--- config.mk ---
export PLATFORM = sky130hd
export DESIGN_NAME = usb_slave_regs_p
export DESIGN_NICKNAME = d
export VERILOG_FILES = /design/src/rtl/usb_slave_regs_p.sv
export SDC_FILE = /design/constraint.sdc
export NUM_CORES = 1
export LEC_CHECK = 0
export ABC_AREA = 1
export ABC_CLOCK_PERIOD_IN_PS = 2000
export BUFFER_PORTS_ARGS = -buffer_cell sky130_fd_sc_hd__buf_2
export CORE_MARGIN = 8
export CORE_UTILIZATION = 40
export DETAILED_ROUTE_END_ITERATION = 8
export PLACE_DENSITY_LB_ADDON = 0.12
export SLEW_MARGIN = 20
export SYNTH_ARGS = -nofsm -noshare
export SYNTH_HDL_FRONTEND = slang
export SYNTH_SLANG_ARGS = --single-unit
--- constraint.sdc ---
create_clock -name clk -period 2 [get_ports clk]
set_input_delay 0.3 -clock clk [delete_from_list [all_inputs] [get_ports clk]]
set_output_delay 0.3 -clock clk [all_outputs]
set_load 0.1 [all_outputs]
--- src/rtl/usb_slave_regs_p.sv ---
// USB endpoint slave register block: AHB-side register file plus a byte
// sequencer that moves 1/2/4-byte DATA accesses through the endpoint buffer.
module usb_slave_regs_p #(
    parameter int unsigned BUF_DEPTH = 64,
    parameter int unsigned OCC_W     = 7
) (
    input  logic             clk,
    input  logic             n_rst,
    input  logic             req,
    input  logic             hwrite_reg,
    input  logic [1:0]       hsize,
    input  logic [2:0]       val_loc,
    input  logic [31:0]      hwdata,
    input  logic [2:0]       rx_packet,
    input  logic             rx_data_ready,
    input  logic             rx_transfer_active,
    input  logic             rx_error,
    input  logic             tx_transfer_active,
    input  logic             tx_error,
    input  logic [OCC_W-1:0] buffer_occupancy,
    input  logic [7:0]       rx_data,
    output logic [31:0]      hrdata,
    output logic             rd_valid,
    output logic             hold,
    output logic             get_rx_data,
    output logic             store_tx_data,
    output logic [7:0]       tx_data,
    output logic [1:0]       tx_packet,
    output logic             clear,
    output logic             d_mode,
    output logic             err_irq
);

    localparam logic [2:0] LocData   = 3'd0;
    localparam logic [2:0] LocStatus = 3'd1;
    localparam logic [2:0] LocError  = 3'd2;
    localparam logic [2:0] LocBufOcc = 3'd3;
    localparam logic [2:0] LocTxCtrl = 3'd4;
    localparam logic [2:0] LocFlush  = 3'd5;

    typedef enum logic [1:0] {StIdle, StMove, StDone} state_e;

    state_e      state_q, state_d;
    logic [1:0]  cnt_q, cnt_d;
    logic [1:0]  last_q, last_d;
    logic        dir_wr_q, dir_wr_d;
    logic [31:0] wdata_q, wdata_d;
    logic [31:0] hrdata_q, hrdata_d;
    logic        rd_valid_q, rd_valid_d;
    logic [3:0]  pkt_q, pkt_d;
    logic        err_rx_q, err_rx_d;
    logic        err_tx_q, err_tx_d;
    logic [7:0]  tx_ctrl_q, tx_ctrl_d;
    logic        tx_act_q;
    logic        flush_q, flush_d;

    logic [31:0] occ_32;
    logic        occ_nz, full, accept, acc_wr, can_move;
    logic [31:0] status_w, rd_mux;
    logic [7:0]  tx_byte;

    assign occ_32   = 32'(buffer_occupancy);
    assign occ_nz   = |buffer_occupancy;
    assign full     = occ_32 >= BUF_DEPTH;
    assign accept   = req && (state_q == StIdle);
    assign acc_wr   = accept && hwrite_reg;
    assign can_move = (state_q == StMove) && (dir_wr_q ? !full : occ_nz);

    // pkt_q is one-hot {nak, ack, out, in}
    assign status_w = {16'b0, 6'b0, (state_q != StIdle), full, 1'b0, tx_transfer_active,
                       rx_transfer_active, pkt_q, occ_nz};

    // Register read mux for non-DATA locations
    always_comb begin
        rd_mux = 32'h0;
        unique case (val_loc)
            LocStatus: rd_mux = status_w;
            LocError:  rd_mux = {23'b0, err_tx_q, 7'b0, err_rx_q};
            LocBufOcc: rd_mux = occ_32;
            LocTxCtrl: rd_mux = {24'b0, tx_ctrl_q};
            LocFlush:  rd_mux = {31'b0, flush_q};
            default:   rd_mux = 32'h0;
        endcase
    end

    // Select the latched write byte for the current byte index
    always_comb begin
        tx_byte = wdata_q[7:0];
        unique case (cnt_q)
            2'd0: tx_byte = wdata_q[7:0];
            2'd1: tx_byte = wdata_q[15:8];
            2'd2: tx_byte = wdata_q[23:16];
            2'd3: tx_byte = wdata_q[31:24];
        endcase
    end

    // Byte sequencer next state and read-data capture
    always_comb begin
        state_d    = state_q;
        cnt_d      = cnt_q;
        last_d     = last_q;
        dir_wr_d   = dir_wr_q;
        wdata_d    = wdata_q;
        hrdata_d   = hrdata_q;
        rd_valid_d = 1'b0;
        unique case (state_q)
            StIdle: begin
                if (accept) begin
                    if (val_loc == LocData) begin
                        state_d  = StMove;
                        cnt_d    = 2'd0;
                        dir_wr_d = hwrite_reg;
                        wdata_d  = hwdata;
                        hrdata_d = 32'h0; // unused upper lanes read 0
                        unique case (hsize)
                            2'd0:    last_d = 2'd0;
                            2'd1:    last_d = 2'd1;
                            default: last_d = 2'd3;
                        endcase
                    end else if (!hwrite_reg) begin
                        hrdata_d   = rd_mux;
                        rd_valid_d = 1'b1;
                    end
                end
            end
            StMove: begin
                if (can_move) begin
                    if (!dir_wr_q) begin
                        unique case (cnt_q)
                            2'd0: hrdata_d[7:0]   = rx_data;
                            2'd1: hrdata_d[15:8]  = rx_data;
                            2'd2: hrdata_d[23:16] = rx_data;
                            2'd3: hrdata_d[31:24] = rx_data;
                        endcase
                    end
                    if (cnt_q == last_q) begin
                        state_d    = StDone;
                        rd_valid_d = !dir_wr_q;
                    end else begin
                        cnt_d = cnt_q + 2'd1;
                    end
                end
            end
            StDone:  state_d = StIdle;
            default: state_d = StIdle;
        endcase
    end

    // Status, error, TX control and flush register next state
    always_comb begin
        pkt_d = pkt_q;
        if (rx_data_ready && (rx_packet != 3'd0)) begin
            unique case (rx_packet)
                3'd1:    pkt_d = 4'b0001;
                3'd2:    pkt_d = 4'b0010;
                3'd3:    pkt_d = 4'b0100;
                3'd4:    pkt_d = 4'b1000;
                default: pkt_d = 4'b0000;
            endcase
        end
        // A new error event wins over a same-cycle clear
        err_rx_d = rx_error | (err_rx_q & ~(acc_wr && (val_loc == LocError) && hwdata[0]));
        err_tx_d = tx_error | (err_tx_q & ~(acc_wr && (val_loc == LocError) && hwdata[8]));
        tx_ctrl_d = tx_ctrl_q;
        if (acc_wr && (val_loc == LocTxCtrl)) begin
            tx_ctrl_d = hwdata[7:0];
        end else if (tx_act_q && !tx_transfer_active) begin
            tx_ctrl_d = 8'h00;
        end
        flush_d = acc_wr && (val_loc == LocFlush) && hwdata[0];
    end

    // State registers
    always_ff @(posedge clk or negedge n_rst) begin
        if (!n_rst) begin
            state_q    <= StIdle;
            cnt_q      <= 2'd0;
            last_q     <= 2'd0;
            dir_wr_q   <= 1'b0;
            wdata_q    <= 32'h0;
            hrdata_q   <= 32'h0;
            rd_valid_q <= 1'b0;
            pkt_q      <= 4'h0;
            err_rx_q   <= 1'b0;
            err_tx_q   <= 1'b0;
            tx_ctrl_q  <= 8'h00;
            tx_act_q   <= 1'b0;
            flush_q    <= 1'b0;
        end else begin
            state_q    <= state_d;
            cnt_q      <= cnt_d;
            last_q     <= last_d;
            dir_wr_q   <= dir_wr_d;
            wdata_q    <= wdata_d;
            hrdata_q   <= hrdata_d;
            rd_valid_q <= rd_valid_d;
            pkt_q      <= pkt_d;
            err_rx_q   <= err_rx_d;
            err_tx_q   <= err_tx_d;
            tx_ctrl_q  <= tx_ctrl_d;
            tx_act_q   <= tx_transfer_active;
            flush_q    <= flush_d;
        end
    end

    assign hrdata        = hrdata_q;
    assign rd_valid      = rd_valid_q;
    assign hold          = (state_q == StMove);
    assign get_rx_data   = can_move && !dir_wr_q;
    assign store_tx_data = can_move && dir_wr_q;
    assign tx_data       = store_tx_data ? tx_byte : 8'h00;
    assign tx_packet     = tx_ctrl_q[1:0];
    assign clear         = flush_q;
    assign d_mode        = tx_transfer_active;
    assign err_irq       = err_rx_q | err_tx_q;

endmodule

Word level (Yosys, flattened, before mapping)

Index checks and enable logic that the tools add are counted.

Register bits: 88
Latch bits: 0
Memory bits (writable): 0
Memory bits (read-only): 0
Output and inout bits: 49
Memories kept: 0

$add $sub $neg: 1
Multipliers: 0
Div/mod/pow operators: 0
Order comparisons: 1
Equal/unequal tests: 26
Shift operators: 0
Multiplexer cells: 34
Bitwise operators: 7
Reductions and logical operators: 32

Operators by type and width:

| cell               | count |
|---|---|
| $mux 32            | 5 |
| $pmux 32 s2        | 1 |
| $mux 8             | 7 |
| $pmux 10 s5        | 1 |
| $pmux 8 s4         | 1 |
| $reduce_and 6->1   | 4 |
| $mux 2             | 8 |
| $pmux 4 s4         | 1 |
| $ne 2x1->1 const B | 7 |
| $logic_and 1x1->1  | 13 |
| $eq 3x2->1 const B | 4 |
| $pmux 2 s2         | 3 |
| $eq 3x3->1 const B | 3 |
| $ge 7x7->1 const B | 1 |
| $reduce_or 7->1    | 1 |
| $eq 2x1->1 const B | 3 |
| $eq 3x1->1 const B | 2 |
| $logic_not 2->1    | 3 |
| $mux 1             | 6 |
| $ne 2x2->1 const B | 3 |
| $reduce_bool 2->1  | 3 |
| $reduce_and 5->1   | 1 |
| $eq 2x2->1 const B | 2 |
| $reduce_and 4->1   | 1 |
| 11 further kinds   | 17 |

Longest topological paths before layout

Depth after elaboration: 8
Mapped depth: 11

Worst setup path before layout

OpenSTA, ideal clock, no wires.

Kind: register to output
Start: register state_q[1]
End: output tx_data[0]
Arrival: 3147 ps
Data required time: 1700 ps
Slack: -1447 ps
Stages on the path, launching flop included: 8
Cell sequence: dfrtp_1 -> inv_2 -> nand2_4 -> nor2_2 -> nand2_1 -> inv_1 -> o21ai_0 -> a31oi_1

Word-level cells in the longest chain between the ends: 4

Ends and longest elaborated chain:

| what                   | RTL line | RTL |
|---|---|---|
| start, declared        | 43       | `state_e state_q, state_d;` |
| start signal, assigned | 176      | `state_q <= StIdle;` |
| start signal, assigned | 190      | `state_q <= state_d;` |
| $eq 2x1->1             | 67       | `assign can_move = (state_q == StMove) && (dir_wr_q ? !full : occ_nz);` |
| $logic_and 1x1->1      | 67       |  |
| $logic_and 1x1->1      | 210      | `assign store_tx_data = can_move && dir_wr_q;` |
| net store_tx_data      | 26       | `output logic store_tx_data,` |
| $mux 8                 | 211      | `assign tx_data = store_tx_data ? tx_byte : 8'h00;` |
| end, declared          | 27       | `output logic [7:0] tx_data,` |

The timed path passes the listed nets, and every way through them passes these cells.

Worst setup path in the final report

Start: register state_q[1]
End: output tx_data[1]

Word-level cells in the longest chain between the ends: 4

Ends and longest elaborated chain:

| what              | RTL line |
|---|---|
| $eq 2x1->1        | 67 |
| $logic_and 1x1->1 | 67 |
| $logic_and 1x1->1 | 210 |
| $mux 8            | 211 |

No other way between the ends.

==> metrics.yaml <==
yosysTopAreaCellShare: 0.508
port-buffer-count: 112
netlist_area_mm2: 0.00433
ys_seq_area_frac: 0.508
worst-setup-path-type: "register to output port"
fin_crit_sh: 1.01
setup_viol: 5
leakage_nw: 2.76
clock_path_buffers: 2
ir_worst_vdd_uv: 1140
failed_checks: "setup timing"
die_x_um: 120
switching_power_mw: 5.18
utilization: 0.536
maxCapViolCount: 0
clock_latency_ps: 350
place.detailed.hpwl_mm: 8.55
die_h_um: 120
detail-route-antenna-nets: 0
cts_sinks: 88
power_mw: 9.70
tightest_slew_ps: 496
critPathLaunchType: "register"
synthToLayoutAreaGrowth_pct: 32.3
path_buf_inv: 3
post_synth.cell_area_avg_um2: 9.52
cts_tree: "done"
fmax_ghz: 0.494
wl_per_cell_um: 16.1
slew_violations: 0
max_slew_margin: 0.672
io_pins: 113
rows: 38
yosys_warnings: 0
cp_top_family: "buffers and inverters"
diodes: 0
cp_common_cell: "nand2_4"
crit_required_ps: 1700
drtPass1Iterations: 4
antenna_found_initial: 0
initial_core_util: 0.405
htreeDepth: 3
drc: 0
grt_pass1_wl_mm: 19.2
rsz0062_at_grt: "yes"
nNetsFinal: 644
grt_max_degree: 89
grt_pass1_vias: 3791
status: "finished, violations left"
p_per_area_mw_per_mm2: 1690
core_area_mm2: 0.0107
crit_fanout: 5
grt.overflow.total: 0
numCtsBuffers: 9
cts.root.buffer_cell: "clkbuf_8"
synth_cells: 455
synth_nets: 523
gp_congestion: 0.832
p_seq_frac: 0.291
critPathMaxStageDelay_ps: 410
synth_edf_count: 0
viasPerCell: 4.98
drive_gt1_frac: 0.379
cp_cell_sequence: "inv_2 -> nand2_4 -> nor2_4 -> nand2_4 -> clkinvlp_4 -> o21ai_2 -> a31oi_4 -> buf_12"
setup_ws_ps: -25.2
fill_cells: 1019
combPwrFrac: 0.580
synthArstFlopShare: 1.00
endpoint_kind: "output port"
num_vias: 3594
crit_arrival_ps: 1730
hp-class: "input port to register"
yosysTopAreaCell: "dfrtp_1"
finalHoldViolCount: 0
wirelength_mm: 11.6
synth.area.top_cells: "dfrtp_1 51%, nand2_1 8.0%, mux2_1 6.0%, inv_1 3.9%, o21ai_2 3.0%"
switching_share: 0.534
fin_skew_ps: 12.8
period_minus_slack_ps: 2030
synth_cell_type_count: 35
clk_transition_reported_paths_ps: 90
synth-seq-cells: 88
clkPwrFrac: 0.129
dieArea_mm2: 0.0144
drt_iter0_drc: 297
grt_usage: 0.166
cp_slowest_cell: "dfrtp_1"
synthFlopType: "dfrtp_1"
p_int_mw: 4.52
## state kept, by name (all words and copies together) (netlist names), 2 cells and up
signal     flops
state_q        2
last_q         2
tx_ctrl_q      8
hrdata        32
pkt_q          4
cnt_q          2
wdata_q       32
## cells in the mapped netlist (3+ instances only)
cell type,number
buf_2,3
dfrtp_1,88
inv_2,5
o21ai_0,19
o22ai_1,10
nand2_1,92
nand4_1,14
nand3_4,5
a21oi_1,13
nand2_2,4
inv_1,45
a21boi_1,5
o21ai_2,15
a31oi_1,10
mux2_1,23
o21ai_1,25
ha_1,4
clkbuf_1,5
nor2_1,15
nor2_2,4
buf_4,5
buf_6,7
buf_1,3
nand3_1,19
nor2_4,4
## per-stage QoR
step           instance area, um2  TNS (ps)  cells  hold slack (ps)  setup WS, ps
2_1_floorplan                4500     -1600    455             4.41          -200
3_3_place_gp                 5320         0    691              378           157
3_5_place_dp                 5320         0    691              383          18.3
4_1_cts                      5700      -240    719              101         -53.5
5_1_grt                      5730      -918    721             90.7          -127
6_report                     5730      -101    721              123         -25.2
## power by group through the flow
stage	logic, mW	clock network [mW]	registers, mW
after floorplan	2.53	0	4.57
after global placement	5.24	0	2.84
after detailed placement	5.31	0	2.85
after CTS	5.61	1.29	2.82
after global routing	6.01	1.37	2.90
final	5.63	1.25	2.82
## metal layers
metal | routed length (um) | vias up | global-route usage
met3 | 615 | 6 | 0.0442
met4 | 74 | 0 | 0.0390
li1 | - | 1768 | -
met2 | 5740 | 84 | 0.275
met5 | 0 | - | 0
met1 | 5160 | 1736 | 0.211
## cells by family after synthesis
kind of cell             synth area share
AND/OR/NAND/NOR                     0.199
AO/OA/AOI/OAI                       0.139
flip-flops                          0.508
buffers and inverters              0.0806
multiplexers                       0.0598
adder cells (fa/ha/maj)            0.0116
XOR/XNOR                          0.00202
## area by class of cell
| class | count | area [um2] | area share |
|---|---|---|---|
| Clock inverter | 4 | 52.6 | 0.00917 |
| Inverter | 50 | 195 | 0.0340 |
| Multi-Input combinational cell | 294 | 2030 | 0.355 |
| Tap cell | 140 | 175 | 0.0306 |
| Clock buffer | 12 | 145 | 0.0253 |
| Timing Repair inverter | 1 | 7.51 | 0.00131 |
| Sequential cell | 88 | 2200 | 0.384 |
| Timing Repair Buffer | 132 | 921 | 0.161 |
## worst paths after layout
kind                                     from           to  slack (ps)  cells past startpoint
setup / recovery                   state_q[1]   tx_data[1]         -30                      8
hold / removal             tx_transfer_active     tx_act_q         120                      1
setup reg to reg                   state_q[1]  wdata_q[13]         270                      7
hold reg to reg                    hrdata[31]   hrdata[31]         480                      2
max in group asynchronous               n_rst    hrdata[9]        1120                      3
min in group asynchronous               n_rst  wdata_q[22]         530                      3
## timing repair
action / CTS / global route
hold buffers: 1 / 0
cloned: 1 / 0
pin swaps: 4 / 1
endpoints found under the setup margin: 9 / 9
buffers inserted: 10 / 2
gates resized for setup: 20 / 4
hold endpoints to repair: 12 / 0
## layout by cell type (no fill, tap or decap), types with 2 or more instances in the layout
cell	n
buf_2	100
nand2_1	90
dfrtp_1	88
inv_1	40
o21ai_1	25
mux2_1	23
o21ai_2	20
nand3_1	19
buf_4	16
nor2_1	15
nand4_1	14
buf_12	13
o21ai_0	11
o22ai_1	10
clkbuf_8	10
a21oi_1	9
inv_2	8
a31oi_4	8
nand2_2	5
nor2_4	5
nand3_4	5
a21boi_1	5
a21oi_2	4
ha_4	4
nand2_4	3
nor2_2	3
clkinvlp_4	3
o21ai_4	3
o21bai_1	2
nor3_1	2
a31oi_1	2
clkbuf_1	2
buf_8	2
No activity file was read; power rests on OpenSTA's default activity.
